**config.mk**
```make
export PLATFORM = sky130hd
export DESIGN_NAME = pipe_ctrl_flat
export DESIGN_NICKNAME = d
export VERILOG_FILES = /design/src/rtl/pipe_ctrl_pkg.sv /design/src/rtl/pipe_ctrl_if.sv /design/src/rtl/pipe_ctrl_stall_watchdog.sv /design/src/rtl/pipe_ctrl.sv /design/src/flat_wrapper.sv
export SDC_FILE = /design/constraint.sdc
export NUM_CORES = 1
export LEC_CHECK = 0
export ABC_AREA = 1
export CORE_MARGIN = 2
export CORE_UTILIZATION = 46
export DETAILED_ROUTE_END_ITERATION = 6
export HOLD_SLACK_MARGIN = 0.06
export MAX_ROUTING_LAYER = met4
export PLACE_DENSITY = 0.81
export SLEW_MARGIN = 25
export SYNTH_ARGS = -nofsm -noshare
export SYNTH_HDL_FRONTEND = slang
export SYNTH_SLANG_ARGS = --single-unit
```
**constraint.sdc**
```tcl
create_clock -name clk -period 1.9 [get_ports clk]
set_clock_uncertainty 0.05 [all_clocks]
set_input_delay 0.38 -clock clk [delete_from_list [all_inputs] [get_ports clk]]
set_output_delay 0.38 -clock clk [all_outputs]
set_load 0.05 [all_outputs]
```
**src/rtl/pipe_ctrl_pkg.sv**
```systemverilog
// pipe_ctrl_pkg: stall bus patterns, controller states and address types for pipe_ctrl
package pipe_ctrl_pkg;
  localparam int STALL_W = 6;
  localparam int INST_ADDR_W = 32;
  typedef logic [STALL_W-1:0] stall_bus_t;
  typedef logic [INST_ADDR_W-1:0] inst_addr_t;
  localparam stall_bus_t STALL_NONE = 6'b000000;
  localparam stall_bus_t STALL_IF = 6'b000011;
  localparam stall_bus_t STALL_ID = 6'b000111;
  localparam stall_bus_t STALL_EX = 6'b001111;
  localparam stall_bus_t STALL_MEM = 6'b011111;
  typedef enum logic [1:0] {CTRL_RUN = 2'd0, CTRL_PEND = 2'd1, CTRL_DISCARD = 2'd2} ctrl_state_e;
  function automatic stall_bus_t stall_merge(input logic r_if, input logic r_id, input logic r_ex, input logic r_mem);
    return r_mem ? STALL_MEM : r_ex ? STALL_EX : r_id ? STALL_ID : r_if ? STALL_IF : STALL_NONE;
  endfunction
endpackage

```
**src/rtl/pipe_ctrl_if.sv**
```systemverilog
// pipe_ctrl_if: stall/flush bus between pipe_ctrl (master) and the pipeline stages (slave); PIPE_CTRL_PERF_EN adds perf counters
interface pipe_ctrl_if;
  import pipe_ctrl_pkg::*;
  logic req_if;
  logic req_id;
  logic req_ex;
  logic req_mem;
  logic ex_jump;
  inst_addr_t ex_target;
  logic if_busy;
  stall_bus_t stall;
  logic jump;
  inst_addr_t jump_addr;
  logic if_discard;
  logic stall_timeout;
`ifdef PIPE_CTRL_PERF_EN
  logic [31:0] perf_stall_cycles;
  logic [31:0] perf_flushes;
`endif
  modport master (
    input req_if, req_id, req_ex, req_mem, ex_jump, ex_target, if_busy,
    output stall, jump, jump_addr, if_discard, stall_timeout
`ifdef PIPE_CTRL_PERF_EN
    , perf_stall_cycles, perf_flushes
`endif
  );
  modport slave (
    output req_if, req_id, req_ex, req_mem, ex_jump, ex_target, if_busy,
    input stall, jump, jump_addr, if_discard, stall_timeout
`ifdef PIPE_CTRL_PERF_EN
    , perf_stall_cycles, perf_flushes
`endif
  );
endinterface

```
**src/rtl/pipe_ctrl_stall_watchdog.sv**
```systemverilog
// pipe_ctrl_stall_watchdog: saturating count of consecutive stalled cycles with a sticky timeout flag
module pipe_ctrl_stall_watchdog #(
  parameter int TIMEOUT = 1024,
  parameter int CNT_W = 11
) (
  input  logic clk,
  input  logic rst,
  input  logic stalled,
  output logic timeout
);
  localparam logic [CNT_W-1:0] LIMIT = CNT_W'(TIMEOUT);
  logic [CNT_W-1:0] cnt_q;
  logic [CNT_W-1:0] cnt_d;
  // clear on any unstalled cycle, otherwise count up and hold at the limit
  always_comb cnt_d = !stalled ? '0 : cnt_q == LIMIT ? cnt_q : cnt_q + CNT_W'(1);
  // flag latches the edge the count reaches the limit and stays until reset
  always_ff @(posedge clk) begin
    cnt_q <= rst ? '0 : cnt_d;
    timeout <= rst ? 1'b0 : timeout | (cnt_d == LIMIT);
  end
endmodule

```
**src/rtl/pipe_ctrl.sv**
```systemverilog
// pipe_ctrl: merges stall requests, arbitrates EX redirects around memory stalls and outstanding fetches; PIPE_CTRL_PERF_EN adds perf counters
module pipe_ctrl
  import pipe_ctrl_pkg::*;
#(
  parameter int TIMEOUT = 1024,
  parameter int CNT_W = 11
) (
  input logic clk,
  input logic rst,
  pipe_ctrl_if.master bus
);
  ctrl_state_e state_q;
  ctrl_state_e state_d;
  inst_addr_t pend_q;
  logic acc_q;
  logic jv;
  logic fire_ex;
  logic fire_pend;
  logic to_pend;
  logic jump_v;
  stall_bus_t stall_v;
  assign jv = bus.ex_jump & ~acc_q & ~rst;
  assign fire_ex = jv & ~bus.req_mem & (state_q != CTRL_PEND);
  assign to_pend = jv & bus.req_mem & (state_q != CTRL_PEND);
  assign fire_pend = (state_q == CTRL_PEND) & ~bus.req_mem & ~rst;
  assign jump_v = fire_ex | fire_pend;
  // state register
  always_ff @(posedge clk) state_q <= rst ? CTRL_RUN : state_d;
  // next state: a redirect lands in DISCARD when a fetch is still in flight
  always_comb state_d = state_q == CTRL_PEND ? (bus.req_mem ? CTRL_PEND : bus.if_busy ? CTRL_DISCARD : CTRL_RUN) :
                        to_pend ? CTRL_PEND :
                        fire_ex ? (bus.if_busy ? CTRL_DISCARD : CTRL_RUN) :
                        (state_q == CTRL_DISCARD && !bus.if_busy) ? CTRL_RUN : state_q;
  // outputs: a direct redirect overrides front-end stalls since those stages are being flushed
  always_comb begin
    stall_v = fire_ex ? (bus.req_ex ? STALL_EX : STALL_NONE) : stall_merge(bus.req_if, bus.req_id, bus.req_ex, bus.req_mem);
    bus.stall = stall_v;
    bus.jump = jump_v;
    bus.jump_addr = fire_pend ? pend_q : fire_ex ? bus.ex_target : '0;
    bus.if_discard = (state_q == CTRL_DISCARD) & bus.if_busy;
  end
  // deferred target and the accepted flag that stops a held ex_jump from re-pulsing
  always_ff @(posedge clk) begin
    pend_q <= rst ? '0 : to_pend ? bus.ex_target : pend_q;
    acc_q <= rst ? 1'b0 : jump_v | (acc_q & bus.ex_jump & stall_v[2]);
  end
  pipe_ctrl_stall_watchdog #(.TIMEOUT(TIMEOUT), .CNT_W(CNT_W)) u_wd (
    .clk(clk),
    .rst(rst),
    .stalled(|stall_v),
    .timeout(bus.stall_timeout)
  );
`ifdef PIPE_CTRL_PERF_EN
  // free-running wrap-around performance counters
  always_ff @(posedge clk) begin
    bus.perf_stall_cycles <= rst ? '0 : bus.perf_stall_cycles + {31'd0, stall_v[0]};
    bus.perf_flushes <= rst ? '0 : bus.perf_flushes + {31'd0, jump_v};
  end
`endif
endmodule

```
**src/flat_wrapper.sv**
```systemverilog
// flat-port wrapper written by rule: the top's interface ports become plain ports
module pipe_ctrl_flat import pipe_ctrl_pkg::*;
#(
  parameter int TIMEOUT = 1024,
  parameter int CNT_W = 11
)
  (clk, rst, bus_req_if, bus_req_id, bus_req_ex, bus_req_mem, bus_ex_jump, bus_ex_target, bus_if_busy, bus_stall, bus_jump, bus_jump_addr, bus_if_discard, bus_stall_timeout);
  pipe_ctrl_if bus_i ();
  input logic clk;
  input logic rst;
  input wire logic [$bits(bus_i.req_if)-1:0] bus_req_if;
  input wire logic [$bits(bus_i.req_id)-1:0] bus_req_id;
  input wire logic [$bits(bus_i.req_ex)-1:0] bus_req_ex;
  input wire logic [$bits(bus_i.req_mem)-1:0] bus_req_mem;
  input wire logic [$bits(bus_i.ex_jump)-1:0] bus_ex_jump;
  input wire logic [$bits(bus_i.ex_target)-1:0] bus_ex_target;
  input wire logic [$bits(bus_i.if_busy)-1:0] bus_if_busy;
  output wire logic [$bits(bus_i.stall)-1:0] bus_stall;
  output wire logic [$bits(bus_i.jump)-1:0] bus_jump;
  output wire logic [$bits(bus_i.jump_addr)-1:0] bus_jump_addr;
  output wire logic [$bits(bus_i.if_discard)-1:0] bus_if_discard;
  output wire logic [$bits(bus_i.stall_timeout)-1:0] bus_stall_timeout;
  assign bus_i.req_if = bus_req_if;
  assign bus_i.req_id = bus_req_id;
  assign bus_i.req_ex = bus_req_ex;
  assign bus_i.req_mem = bus_req_mem;
  assign bus_i.ex_jump = bus_ex_jump;
  assign bus_i.ex_target = bus_ex_target;
  assign bus_i.if_busy = bus_if_busy;
  assign bus_stall = bus_i.stall;
  assign bus_jump = bus_i.jump;
  assign bus_jump_addr = bus_i.jump_addr;
  assign bus_if_discard = bus_i.if_discard;
  assign bus_stall_timeout = bus_i.stall_timeout;
  pipe_ctrl #(.TIMEOUT(TIMEOUT), .CNT_W(CNT_W)) u_core (.clk(clk), .rst(rst), .bus(bus_i));
endmodule
```
==> run_results.csv <==
group,metric,value,unit
outcome,status,"finished with violations",
outcome,violations,"setup timing",
route,routed_wl,8340,um
place,dpl_cell_area,3770,um^2
logic_synthesis,postSynthCellCount,325,
clocking,clock_sinks,47,
final_layout,layout_commonest_cell,"nor2_1",
floorplanning,row_count,26,
hold_path,hold_path_class,"reg2reg",
final_layout,mostFrequentLayoutCells,"nor2_1 (89), dfxtp_1 (43), buf_12 (41)",
global_routing,grt_max_degree,35,
global_routing,grt_pass1_wl,13400,um
place,dp_hpwl,4970,um
timing,finalSetupViolations,31,
worst_setup_path,crit_buf_inv,4,
floorplanning,io_pins,81,
power_and_ir_drop,p_leak,1.97,nW
timing,setup_slack,-0.0342,ns
power_and_ir_drop,clockPowerShare,27.0,%
route,first_iter_violations,221,
route,dr.pass1.iters,5,
worst_setup_path,path_cells,"inv_4 > nand2_4 > nand3_4 > inv_8 > buf_16 > a32o_2 > buf_12",
floorplanning,dieHeight,76.2,um
worst_setup_path,reg2regPathDepth,11,
logic_synthesis,synth-seq-cells,47,
worst_setup_path,critical_path.startpoint,"u_core.state_q[1]$_SDFFE_PP0P_",
final_layout,final_util,82.5,%
flow_run,cap_violations,0,
logic_synthesis,yosysSeqAreaShare,39.2,%
power_and_ir_drop,p_int,1.63,mW
worst_setup_path,endpoint,"bus_jump_addr[27]",
clocking,h-tree-depth,2,
clocking,cts_inserted_buffers,5,
floorplanning,core,5070,um^2
final_layout,drive_gt1_share,34.0,%
worst_setup_path,startpoint_type,"register",
clocking,clk_pin_slew,0.09,ns
final_layout,multi_input_area,1360,um^2
final_layout,fill_cells,289,
power_and_ir_drop,finalPower,2.33,mW
logic_synthesis,yosysWarnings,0,
worst_setup_path,end_kind,"primary output",
global_routing,antenna_found_initial,0,
final_layout,final_cell_area,4190,um^2
logic_synthesis,synth_area,2400,um^2
worst_setup_path,critical_path_arrival,1.50,ns
clocking,clockRootBuffer,"clkbuf_8",
power_and_ir_drop,p_switching,704,uW
worst_setup_path,r2r_start,"u_core.acc_q$_SDFF_PP0_",
global_routing,grt_usage,29.2,%
route,drc,0,
logic_synthesis,ys_async_sr_fraction,0,%
route,via_per_inst,5.56,
floorplanning,start_util,47.2,%
place,place_congestion,0.833,
timing,drv_slew,0,
clocking,clk_path_buf_depth,2,
timing,fin_crit,1.93,ns
timing,tightestPinTransition,0.572,ns
route,routedWlPerCell,16.7,um
power_and_ir_drop,combPwrFrac,27.6,%
timing,relSlewSlack,61.8,%
final_layout,diodes,0,
final_layout,regArea,946,um^2
route,antenna_left,0,
worst_setup_path,critPathKind,"reg2out",
global_routing,grt.overflow.total,0,
clocking,clk_latency,0.31,ns
power_and_ir_drop,p_seq_share,45.4,%
worst_setup_path,r2r_end,"u_core.u_wd.timeout$_SDFF_PP0_",
worst_setup_path,crit_cells,7,
clocking,postCtsHoldBufs,0,
worst_setup_path,slowest_delay,0.35,ns
final_layout,layout.nets,472,
power_and_ir_drop,irDropWorstVdd,0.000360,V
floorplanning,die_area,5800,um^2
logic_synthesis,avgSynthCellArea,7.38,um^2
global_routing,grt_pass1_vias,2773,
timing,clock.fmax,517,MHz
logic_synthesis,synthFlopType,"dfxtp_1",
timing,rsz0062_at_grt,"true",
worst_setup_path,cp_top_family,"buffers and inverters",
logic_synthesis,synth_edf_count,0,
floorplanning,dieWidth,76.2,um
timing,hold_violations,0,
worst_setup_path,rrSetupSlack,0.15,ns
power_and_ir_drop,power_density,557,nW/um^2
clocking,tritoncts,"yes",
worst_setup_path,slowest_stage,"dfxtp_2",
place,io_buffer_count,79,
route,vias,2778,
worst_setup_path,crit_required,1.47,ns
logic_synthesis,postSynthNetCount,367,
timing,fin_setup_tns,-0.476,ns
power_and_ir_drop,swShare,30.2,%
logic_synthesis,ys_types,32,
timing,period_share,102,%
worst_setup_path,crit_fanout,8,
final_layout,synthToLayoutAreaGrowth,74.7,%
what timing repair did:
action,CTS,global route
endpoints found under the setup margin,44,37
gates resized for setup,66,8
gates cloned,3,1
buffers inserted,8,2
pin swaps,8,9
layer usage:
metal / vias to the layer above / global-route usage (%) / wire, um / part of all wire [%]
li1: 1309 / - / - / -
met2: 129 / 47.8 / 4240 / 51
met3: 15 / 7.11 / 579 / 6.9
met5: - / - / 0 / 0
met4: 0 / 8.00 / 101 / 1.2
met1: 1325 / 36.2 / 3420 / 41
cell type report:
| cell class | instances | share of cell area (%) |
|---|---|---|
| timing repair buffer | 121 | 38.5 |
| sequential | 47 | 22.6 |
| tap | 70 | 2.09 |
| clock inverter | 1 | 0.119 |
| inverter | 21 | 2.42 |
| multi-input combinational | 234 | 32.3 |
| clock buffer | 6 | 1.97 |
cell families (layout without fill, tap and decap cells):
kind of cell    count (synthesis)  in the layout  share of synthesized area (%)
simple gates                  153            153                           27.4
fa+ha+maj                       2              2                           1.04
compound gates                 72             72                           22.0
xor+xnor                        6              6                           2.19
other cells                     1              1                          0.156
buf+inv                        44            149                           7.98
flops                          47             47                           39.2
worst min-delay path by stage:
stage / startpoint / endpoint / slack, ns / depth (start not counted)
3_5_place_dp: u_core.u_wd.timeout$_SDFF_PP0_ / u_core.u_wd.timeout$_SDFF_PP0_ / 0.42 / 2
2_1_floorplan: rst / u_core.state_q[0]$_SDFFE_PP0P_ / 0.40 / 1
6_report: u_core.u_wd.timeout$_SDFF_PP0_ / u_core.u_wd.timeout$_SDFF_PP0_ / 0.43 / 2
4_1_cts: u_core.u_wd.timeout$_SDFF_PP0_ / u_core.u_wd.timeout$_SDFF_PP0_ / 0.43 / 2
5_1_grt: u_core.u_wd.timeout$_SDFF_PP0_ / u_core.u_wd.timeout$_SDFF_PP0_ / 0.47 / 2
3_3_place_gp: u_core.u_wd.timeout$_SDFF_PP0_ / u_core.u_wd.timeout$_SDFF_PP0_ / 0.39 / 2
power groups by stage:
stage	clock network [mW]	logic, mW	registers, mW
after floorplan	0	0.276	1.07
after global placement	0	0.550	1.07
after detailed placement	0	0.559	1.08
after CTS	0.633	0.620	1.05
after global routing	0.667	0.681	1.06
final	0.630	0.644	1.06
worst min-delay path: stages, from the launching register on:
cell     delay [ns]
dfxtp_1        0.33
nand2_1        0.06
nand2_1        0.05
cell usage after synthesis (3+ instances only):
cell type | n | area, um^2
a32o_1 | 32 | 320
buf_2 | 9 | 45.0
xnor2_1 | 3 | 26.3
dfxtp_1 | 47 | 941
nand3_1 | 13 | 65.1
clkbuf_1 | 7 | 26.3
nor2_1 | 89 | 334
xor2_1 | 3 | 26.3
inv_2 | 4 | 15.0
inv_1 | 17 | 63.8
nand2_1 | 37 | 139
buf_1 | 4 | 15.0
o21ai_0 | 36 | 180
metrics by stage:
stage,worst slack (ns),hold WS [ns],cells
4_1_cts,-0.0413,0.431,497
6_report,-0.0342,0.425,500
3_5_place_dp,-0.374,0.418,479
3_3_place_gp,-0.338,0.393,479
5_1_grt,-0.0615,0.469,500
2_1_floorplan,0.0168,0.399,325
state kept, by name (all words and copies together) (netlist names):
name / flops
u_core.u_wd.cnt_q: 11
u_core.acc_q: 1
u_core.u_wd.timeout: 1
u_core.pend_q: 32
u_core.state_q: 2
No activity file was read; power rests on OpenSTA's default activity.
